`src/rtl/serial_full_adder.sv`:
```
// serial_full_adder
//   Bit-serial adder: one full-adder cell plus a carry flop, processing one
//   operand bit per clock, LSB first. {cout,sum} = a + b + cin (unsigned,
//   modulo 2^WIDTH with cout as bit WIDTH).
//
//   Optional feature macro: SERIAL_ADDER_OVF_EN
//     When defined, adds output ovf = two's-complement signed overflow
//     (carry into MSB ^ carry out of MSB), held with sum.
//
// Ports
//   clk    in   rising-edge clock
//   rst_n  in   synchronous active-low reset
//   start  in   load request, only sampled in IDLE
//   a, b   in   [WIDTH-1:0] operands, captured on the accepting edge
//   cin    in   carry-in, captured on the accepting edge
//   busy   out  high while bits are processed (RUN)
//   done   out  one-cycle pulse, sum/cout valid
//   sum    out  [WIDTH-1:0] result, held until next accepted start
//   cout   out  final carry, held with sum
//   ovf    out  (SERIAL_ADDER_OVF_EN only) signed overflow, held with sum
//
// Timing: accept at edge k, done high in the cycle after edge k+WIDTH,
// next accept possible at edge k+WIDTH+2.
module serial_full_adder #(
  parameter int WIDTH = 8
) (
  input  logic             clk,
  input  logic             rst_n,
  input  logic             start,
  input  logic [WIDTH-1:0] a,
  input  logic [WIDTH-1:0] b,
  input  logic             cin,
  output logic             busy,
  output logic             done,
  output logic [WIDTH-1:0] sum,
  output logic             cout
`ifdef SERIAL_ADDER_OVF_EN
  ,
  output logic             ovf
`endif
);

  localparam int CW = $clog2(WIDTH);

  typedef enum logic [1:0] {
    S_IDLE = 2'd0,
    S_RUN  = 2'd1,
    S_DONE = 2'd2
  } state_t;

  state_t           state, state_nx;
  logic [WIDTH-1:0] a_sr, b_sr;
  logic             c;
  logic [CW-1:0]    cnt;

  logic             s_bit, c_nx, last;

  // the single full-adder cell
  assign s_bit = a_sr[0] ^ b_sr[0] ^ c;
  assign c_nx  = (a_sr[0] & b_sr[0]) | (c & (a_sr[0] ^ b_sr[0]));
  assign last  = (cnt == CW'(WIDTH - 1));

  // state register
  always_ff @(posedge clk) begin
    if (!rst_n) state <= S_IDLE;
    else        state <= state_nx;
  end

  // next-state logic
  always_comb begin
    state_nx = state;
    case (state)
      S_IDLE:  if (start) state_nx = S_RUN;
      S_RUN:   if (last)  state_nx = S_DONE;
      S_DONE:  state_nx = S_IDLE;
      default: state_nx = S_IDLE;
    endcase
  end

  // datapath and registered status outputs
  always_ff @(posedge clk) begin
    if (!rst_n) begin
      busy <= 1'b0;
      done <= 1'b0;
      a_sr <= '0;
      b_sr <= '0;
      c    <= 1'b0;
      cnt  <= '0;
      sum  <= '0;
      cout <= 1'b0;
`ifdef SERIAL_ADDER_OVF_EN
      ovf  <= 1'b0;
`endif
    end else begin
      // status flops track the state being entered so they align with it
      busy <= (state_nx == S_RUN);
      done <= (state_nx == S_DONE);
      case (state)
        S_IDLE: begin
          // sum is left alone here: old result stays visible one more cycle
          if (start) begin
            a_sr <= a;
            b_sr <= b;
            c    <= cin;
            cnt  <= '0;
          end
        end
        S_RUN: begin
          a_sr <= a_sr >> 1;
          b_sr <= b_sr >> 1;
          sum  <= {s_bit, sum[WIDTH-1:1]};
          c    <= c_nx;
          cnt  <= last ? '0 : cnt + CW'(1);
          // cout is a separate flop so reloading c with cin does not
          // disturb the held result
          if (last) begin
            cout <= c_nx;
`ifdef SERIAL_ADDER_OVF_EN
            ovf  <= c ^ c_nx;
`endif
          end
        end
        default: ;
      endcase
    end
  end

endmodule

```
`config.mk`:
```
export PLATFORM = sky130hd
export DESIGN_NAME = serial_full_adder
export DESIGN_NICKNAME = d
export VERILOG_FILES = /design/src/rtl/serial_full_adder.sv
export SDC_FILE = /design/constraint.sdc
export NUM_CORES = 1
export LEC_CHECK = 0
export CAP_MARGIN = 10
export CORE_ASPECT_RATIO = 1.5
export CORE_MARGIN = 1.5
export CORE_UTILIZATION = 49
export DETAILED_ROUTE_END_ITERATION = 8
export PLACE_DENSITY = 0.78
export SYNTH_ARGS = -nofsm -noshare
export SYNTH_HDL_FRONTEND = slang
export SYNTH_SLANG_ARGS = --single-unit
```
`constraint.sdc`:
```
create_clock -name clk -period 1.7 [get_ports clk]
set_input_delay 0.34 -clock clk [delete_from_list [all_inputs] [get_ports clk]]
set_output_delay 0.34 -clock clk [all_outputs]
set_load 0.02 [all_outputs]
```
Word level (Yosys, flattened, before mapping)
Index checks and enable logic that the tools add are counted.

operators by class
  bitwise gates (word level) = 5
  divide/modulo/power cells = 0
  $mul = 0
  equal/unequal tests = 5
  $add $sub $neg = 1
  shift operators = 0
  muxes and demuxes = 12
  reduce and logical (&&, ||, !) cells = 4
  $lt $le $gt $ge = 0

operators with widths
  kind                   count
  $pmux W8 S2            2
  $mux W8                2
  $mux W3                2
  $pmux W3 S2            1
  $eq A2 B1 Y1 const B   2
  $mux W2                2
  $pmux W2 S2            1
  $reduce_and A2 Y1      2
  $add A3 B1 Y3 const B  1
  $eq A3 B3 Y1 const B   1
  $and A1 B1 Y1          2
  $eq A2 B2 Y1 const B   1
  $logic_not A2 Y1       1
  $ne A2 B2 Y1 const B   1
  $pmux W1 S2            1
  $reduce_bool A2 Y1     1
  $xor A1 B1 Y1          2
  $mux W1                1
  $or A1 B1 Y1           1

storage, ports and cells
  bits of input ports = 20
  memories kept = 0
  memory bits (read-only) = 0
  output and inout bits = 11
  bits in latches = 0
  memory bits (writable) = 0
  register bits after elaboration = 33

Depth between registers and ports, before layout
Gate-level depths: netlist of the first run.

  word-level depth = 4
  depth in mapped cells = 5
  depth with buffers taken out = 4

Worst setup path after synthesis of the first run
Ideal clock, no wire load.

  path kind = flip-flop to flip-flop
  start = register cnt[0]
  end = register cnt[0]
  setup time = 0.069 ns
  stages on the path, launching flop included = 5
  period minus slack after synthesis = 1.305 ns
  required time = 1.631 ns
  path slack = 0.395 ns
  arrival time = 1.236 ns
  path through = dfxtp_1 -> ha_1 -> ha_1 -> or4b_1 -> o21ai_1

between the ends
  cells in the longest elaborated chain, start to end = 3
  elaborated cells on any way between the ends = 4
  classes of those cells = 1 x add/sub; 1 x eq/ne; 2 x mux

ends and longest elaborated chain
  what                                           RTL line  text
  start: declaration                             54        logic [CW-1:0] cnt;
  start signal: assignment                       113       cnt <= last ? '0 : cnt + CW'(1);
  $add A3 B1 Y3 or $eq A3 B3 Y1 (tied branches)  113, 61
  $mux W3 (*)                                    113
  $pmux W3 S2 (*)                                98        case (state)

Mark *: on every way between the ends. The rest lies on a longest branch, timed or not.
A chain may end at the register's enable or synchronous reset.

Worst setup path after layout of the first run
  start = register sum[5]
  end = output sum[5]

RTL lines
  what                      RTL line  text
  start: declaration        35        output logic [WIDTH-1:0] sum,
  start signal: assignment  111       sum <= {s_bit, sum[WIDTH-1:1]};

No word-level cell between the ends.

==> out/qor.txt, run 1 <==
Area grow syn2layout: 31.7%
Flop pwr share: 52.3%
Starting Density: 51.8%
Delay-heaviest family, CP: buffers and inverters
CTS Buffer Depth: 2
Die height: 68.5 um
Iter 0 DRT Violations: 33
Max H-tree Level: 2
Critical-path cell list: clkdlybuf4s50_1
Slew Viols, Final: 0
Buffers on Ports: 30
Hold_ws: 0.469 ns
Crit Path Max Fanout: 3
CTS Sinks: 33
RSZ-0062 raised after global routing: no
DP Wirelength: 2130 um
Async S/R FF share, synth: 0%
Post-DRT Antenna Nets: 0
Ys Warns: 0
Mean Syn Cell Area: 9.59 um2
Fmax: 0.632 GHz
Yosys cell types: 26
Mapped Nets: 169
Placed insts: 212
N_diodes: 0
Vias in the first global route: 1,186
Worst skew pair latency: 0.28 ns
Die W: 46.6 um
Switching power: 392 uW
Nets: 205
Synth cell count leaders: 33 x dfxtp_1, 26 x nand2_1, 16 x o21ai_0, 15 x mux2i_1, 15 x o211ai_1
EDFF count, synth: 0
Clock share of power: 35.2%
P_int: 1200 uW
Clock-pin slew on the worst setup and hold paths: 0.07 ns
CP Class: reg2out
Filler cell count: 235
Boundary Pins: 31
DR pass1 iterations: 4
Cell Rows: 23
Most common cell in the synthesized netlist: dfxtp_1
Post-cts resize count: 0
Maximum vdd drop: 0.806 mV
TritonCTS buffer count: 5
DRC viols: 0
Final Non-Filler Cells: 220
Largest net degree at the start of global routing: 21
Pwr Density: 866 mW/mm2
Syn Inst Count: 146
Setup ws final: 0.119 ns
First-pass GRT wire length: 4940 um
Gpl congestion: 0.708
Setup violators final: 0
Status: finished, final reports clean
Slowest CP cell: clkdlybuf4s50_1
Dominant cell type by area after synthesis: dfxtp_1
Crit path time final: 1.58 ns
Actual slew at the worst max-slew pin: 0.456 ns
Setup crit start kind: flip-flop
Routed wire length: 2890 um
Max-cap violations: 0
DR vias: 1,190
Largest cells by area after synthesis: dfxtp_1 47%, mux2i_1 11%, o211ai_1 8.0%, nand2_1 7.0%, o21ai_0 5.7%
CP Capture Type: output pin
Tcrit/Tclk final: 93.0%
Post-CTS Setup Inserts: 0
Place WS: -0.0301 ns
Worst Path Buf+Inv: 1
GRT Total Usage: 21.7%
Power share of the combinational group: 12.6%
Tightest Hold Check Type: reg2reg
Slew margin rel.: 69.5%
Worst clock skew: 0.00330 ns
Setup TNS: 0 ns
Arr. time, crit path: 1.24 ns
Share of post-route cells with drive strength above 1: 10.9%
Vias/cell: 5.41
WP data required: 1.36 ns
Hold Vio Cnt, Final: 0
Clock root buffer master: clkbuf_8
Die area: 0.00319 mm2
Post-synth top area share: 47.2%
Leak: 0.000702 uW
Hold-fix buffers, CTS: 0
Top FF cell, synth: dfxtp_1
Antenna violations before repair: 0
Sequential element share of the synthesized area: 47.2%
CTS tree: yes
Avg WL per Cell: 13.1 um
Core region area: 0.00271 mm2
Yosys reg bits: 33
Grt ovf: 0
Sw Share: 24.6%
CP peak stage delay: 0.61 ns
Mapped cell area: 0.00140 mm2
-- state kept, by name, indices dropped and copies added, names as in the netlist --
name   cells
a_sr       8
b_sr       8
sum        8
cnt        3
state      2
busy       1
c          1
cout       1
done       1
-- kinds of logic (layout without fill, tap and decap cells) --
kind of cell | count (synthesis) | count (layout) | share of synthesized area [%]
AOI/OAI and AO/OA | 45 | 45 | 21.0
and+or+nand+nor | 38 | 38 | 13.0
DFF | 33 | 33 | 47.2
muxes | 15 | 15 | 10.7
buffers and inverters | 12 | 49 | 4.83
adders and majority gates | 3 | 3 | 3.22
-- power groups by stage --
stage                     logic (uW)  clock network [uW]  registers, uW
final                            201                 561            834
after CTS                        203                 570            834
after detailed placement         202                   0            852
after global placement           194                   0            849
after floorplan                  110                   0            850
after global routing             220                 604            839
-- final timing paths --
path,startpoint,to,slack [ns],cells past startpoint
worst min register to register,sum[0],sum[0],0.47,2
worst min-delay path,sum[0],sum[0],0.47,2
worst max-delay path,sum[5],sum[5],0.12,1
worst max register to register,state[0],cnt[0],0.20,4
-- area by class of cell --
| type | count | area (um2) | share of cell area, % |
|---|---|---|---|
| Multi-Input combinational cell | 101 | 672 | 36.4 |
| Sequential cell | 33 | 661 | 35.8 |
| Timing Repair Buffer | 41 | 383 | 20.8 |
| Clock buffer | 6 | 72.6 | 3.93 |
| Tap cell | 37 | 46.3 | 2.51 |
| Clock inverter | 2 | 10.0 | 0.543 |
-- cells in the final DEF (no fill, tap or decap), types with 4 or more instances in the layout --
master,n
and3_1,4
buf_4,11
nand2_1,26
mux2i_1,15
o211ai_1,15
clkbuf_8,5
dfxtp_1,33
clkdlybuf4s50_1,30
a21boi_0,8
o21ai_0,16
-- per-layer routing --
metal / vias to the layer above / GRT usage, % / wire, um
li1: 598 / - / -
met1: 551 / 22.6 / 1200
met2: 37 / 38.9 / 1540
met3: 4 / 5.01 / 109
met4: 0 / 11.1 / 41
met5: - / 0 / 0
-- per-stage QoR --
stage                     util, %  cell area (um2)  total power [uW]
final                        68.2             1840              1600
after global routing         68.2             1840              1660
after CTS                    68.2             1840              1610
after detailed placement     65.1             1760              1050
after global placement       65.1             1760              1040
after floorplan                 -             1400               960
(Power assumes the default switching activity.)
==> inputs of run 2 (changes only) <==
Settings changed: CORE_MARGIN 1.5 to default.
==> run 2 against run 1 <==
Compared with the run above:
- cell area up 1.4%
- clock-buffer cell count up 1
- non-clock buffer count up 1
- global-route usage up 0.62 points
==> out/qor.txt, run 2 (synthesis results as in run 1) <==
Iter 0 DRT Violations: 14
Max-cap violations: 0
Post-DRT Antenna Nets: 0
Power, Total: 1690 uW
Setup crit end: sum[2]
DP Wirelength: 2100 um
Post-CTS Setup Inserts: 0
Area grow syn2layout: 33.6%
DR pass1 iterations: 4
Commonest non-fill, non-tap cell in the layout: dfxtp_1
Slowest CP cell: clkdlybuf4s50_1
Crit path time final: 1.60 ns
Die height: 67.5 um
DR vias: 1,187
Avg WL per Cell: 12.7 um
Worst clock skew: 0.00368 ns
Hold-fix buffers, CTS: 0
Tightest Hold Check Type: reg2reg
R2R setup slack: 0.30 ns
Slew Viols, Final: 0
WP data required: 1.36 ns
Cell Rows: 23
CP peak stage delay: 0.61 ns
Buffers on Ports: 30
Worst flop-to-flop path endpoint: sum[5]
N_diodes: 0
Hold Vio Cnt, Final: 0
Arr. time, crit path: 1.26 ns
Status: finished, final reports clean
Crit Path Max Fanout: 3
RSZ-0062 raised after global routing: no
CTS Buffer Depth: 2
Clock root buffer master: clkbuf_8
Worst Path Buf+Inv: 1
Regs by FF count: a_sr x8, b_sr x8, sum x8
Commonest cells after routing, fill and taps aside: 33 x dfxtp_1, 30 x clkdlybuf4s50_1, 26 x nand2_1, 16 x o21ai_0
TritonCTS buffer count: 5
Core region area: 0.00271 mm2
Vias/cell: 5.37
Delay-heaviest family, CP: buffers and inverters
Worst path depth: 1
Max H-tree Level: 2
First-pass GRT wire length: 4840 um
FF-to-FF Start: state[0]
Pwr Density: 901 mW/mm2
Share of post-route cells with drive strength above 1: 12.0%
Routed wire length: 2810 um
Maximum vdd drop: 0.742 mV
Gpl congestion: 0.847
Worst R2R Path Depth: 4
Largest net degree at the start of global routing: 18
Critical-path cell list: clkdlybuf4s50_1
Grt ovf: 0
Starting Density: 51.8%
Final Cell Area: 0.00187 mm2
Placed inst area: 0.00177 mm2
Actual slew at the worst max-slew pin: 0.383 ns
CP Class: reg2out
DRC viols: 0
CP Capture Type: output pin
CTS tree: yes
CTS Sinks: 33
Boundary Pins: 31
Post-cts resize count: 0
Antenna violations before repair: 0
Worst skew pair latency: 0.29 ns
Vias in the first global route: 1,101
Clock-pin slew on the worst setup and hold paths: 0.07 ns
Die area: 0.00308 mm2
Nets: 206
Fmax: 0.626 GHz
Die W: 45.6 um
GRT Total Usage: 22.3%
Slew margin rel.: 74.4%
Setup crit start: sum[2]
Tcrit/Tclk final: 94.0%
Leak: 0.000717 uW
Setup violators final: 0
Setup crit start kind: flip-flop
Setup TNS: 0 ns
## run 2: where the power goes
part           leakage, uW  switching, uW  internal, uW  total (uW)
Clock            0.0000542            285           366         650
Combinational     0.000393           90.0           111         201
Sequential        0.000270           23.6           811         835
Total             0.000717            398          1290        1690
## run 2: per-layer routing
metal  routed length [um]  global-route usage [%]  up-vias
li1                     -                       -      594
met1                 1170                    24.0      559
met2                 1460                    38.0       28
met3                  113                    6.68        6
met4                   64                    11.4        0
met5                    0                       0        -
## run 2: worst min-delay path by stage
stage | from | endpoint | slack (ns) | cells past startpoint
2_1_floorplan | cnt[2] | cnt[2] | 0.44 | 2
3_3_place_gp | cnt[0] | cnt[0] | 0.45 | 2
3_5_place_dp | b_sr[7] | b_sr[7] | 0.46 | 2
4_1_cts | b_sr[7] | b_sr[7] | 0.47 | 2
5_1_grt | sum[0] | sum[0] | 0.49 | 2
6_report | sum[0] | sum[0] | 0.47 | 2
## run 2: area by class of cell
| class | count | area, um2 |
|---|---|---|
| Clock buffer | 7 | 96.3 |
| Clock inverter | 1 | 5.00 |
| Fill cell | 237 | 835 |
| Multi-Input combinational cell | 101 | 672 |
| Sequential cell | 33 | 661 |
| Tap cell | 37 | 46.3 |
| Timing Repair Buffer | 42 | 390 |
## run 2: stage by stage
stage	instances	hold WS, ns	worst slack [ns]	util, %
floorplan	146	0.440	0.395	-
global placement	213	0.448	0.0782	65.4
detailed placement	213	0.463	0.0330	65.4
CTS	221	0.472	0.0949	69.1
global route	221	0.491	0.0570	69.1
finish	221	0.468	0.102	69.1
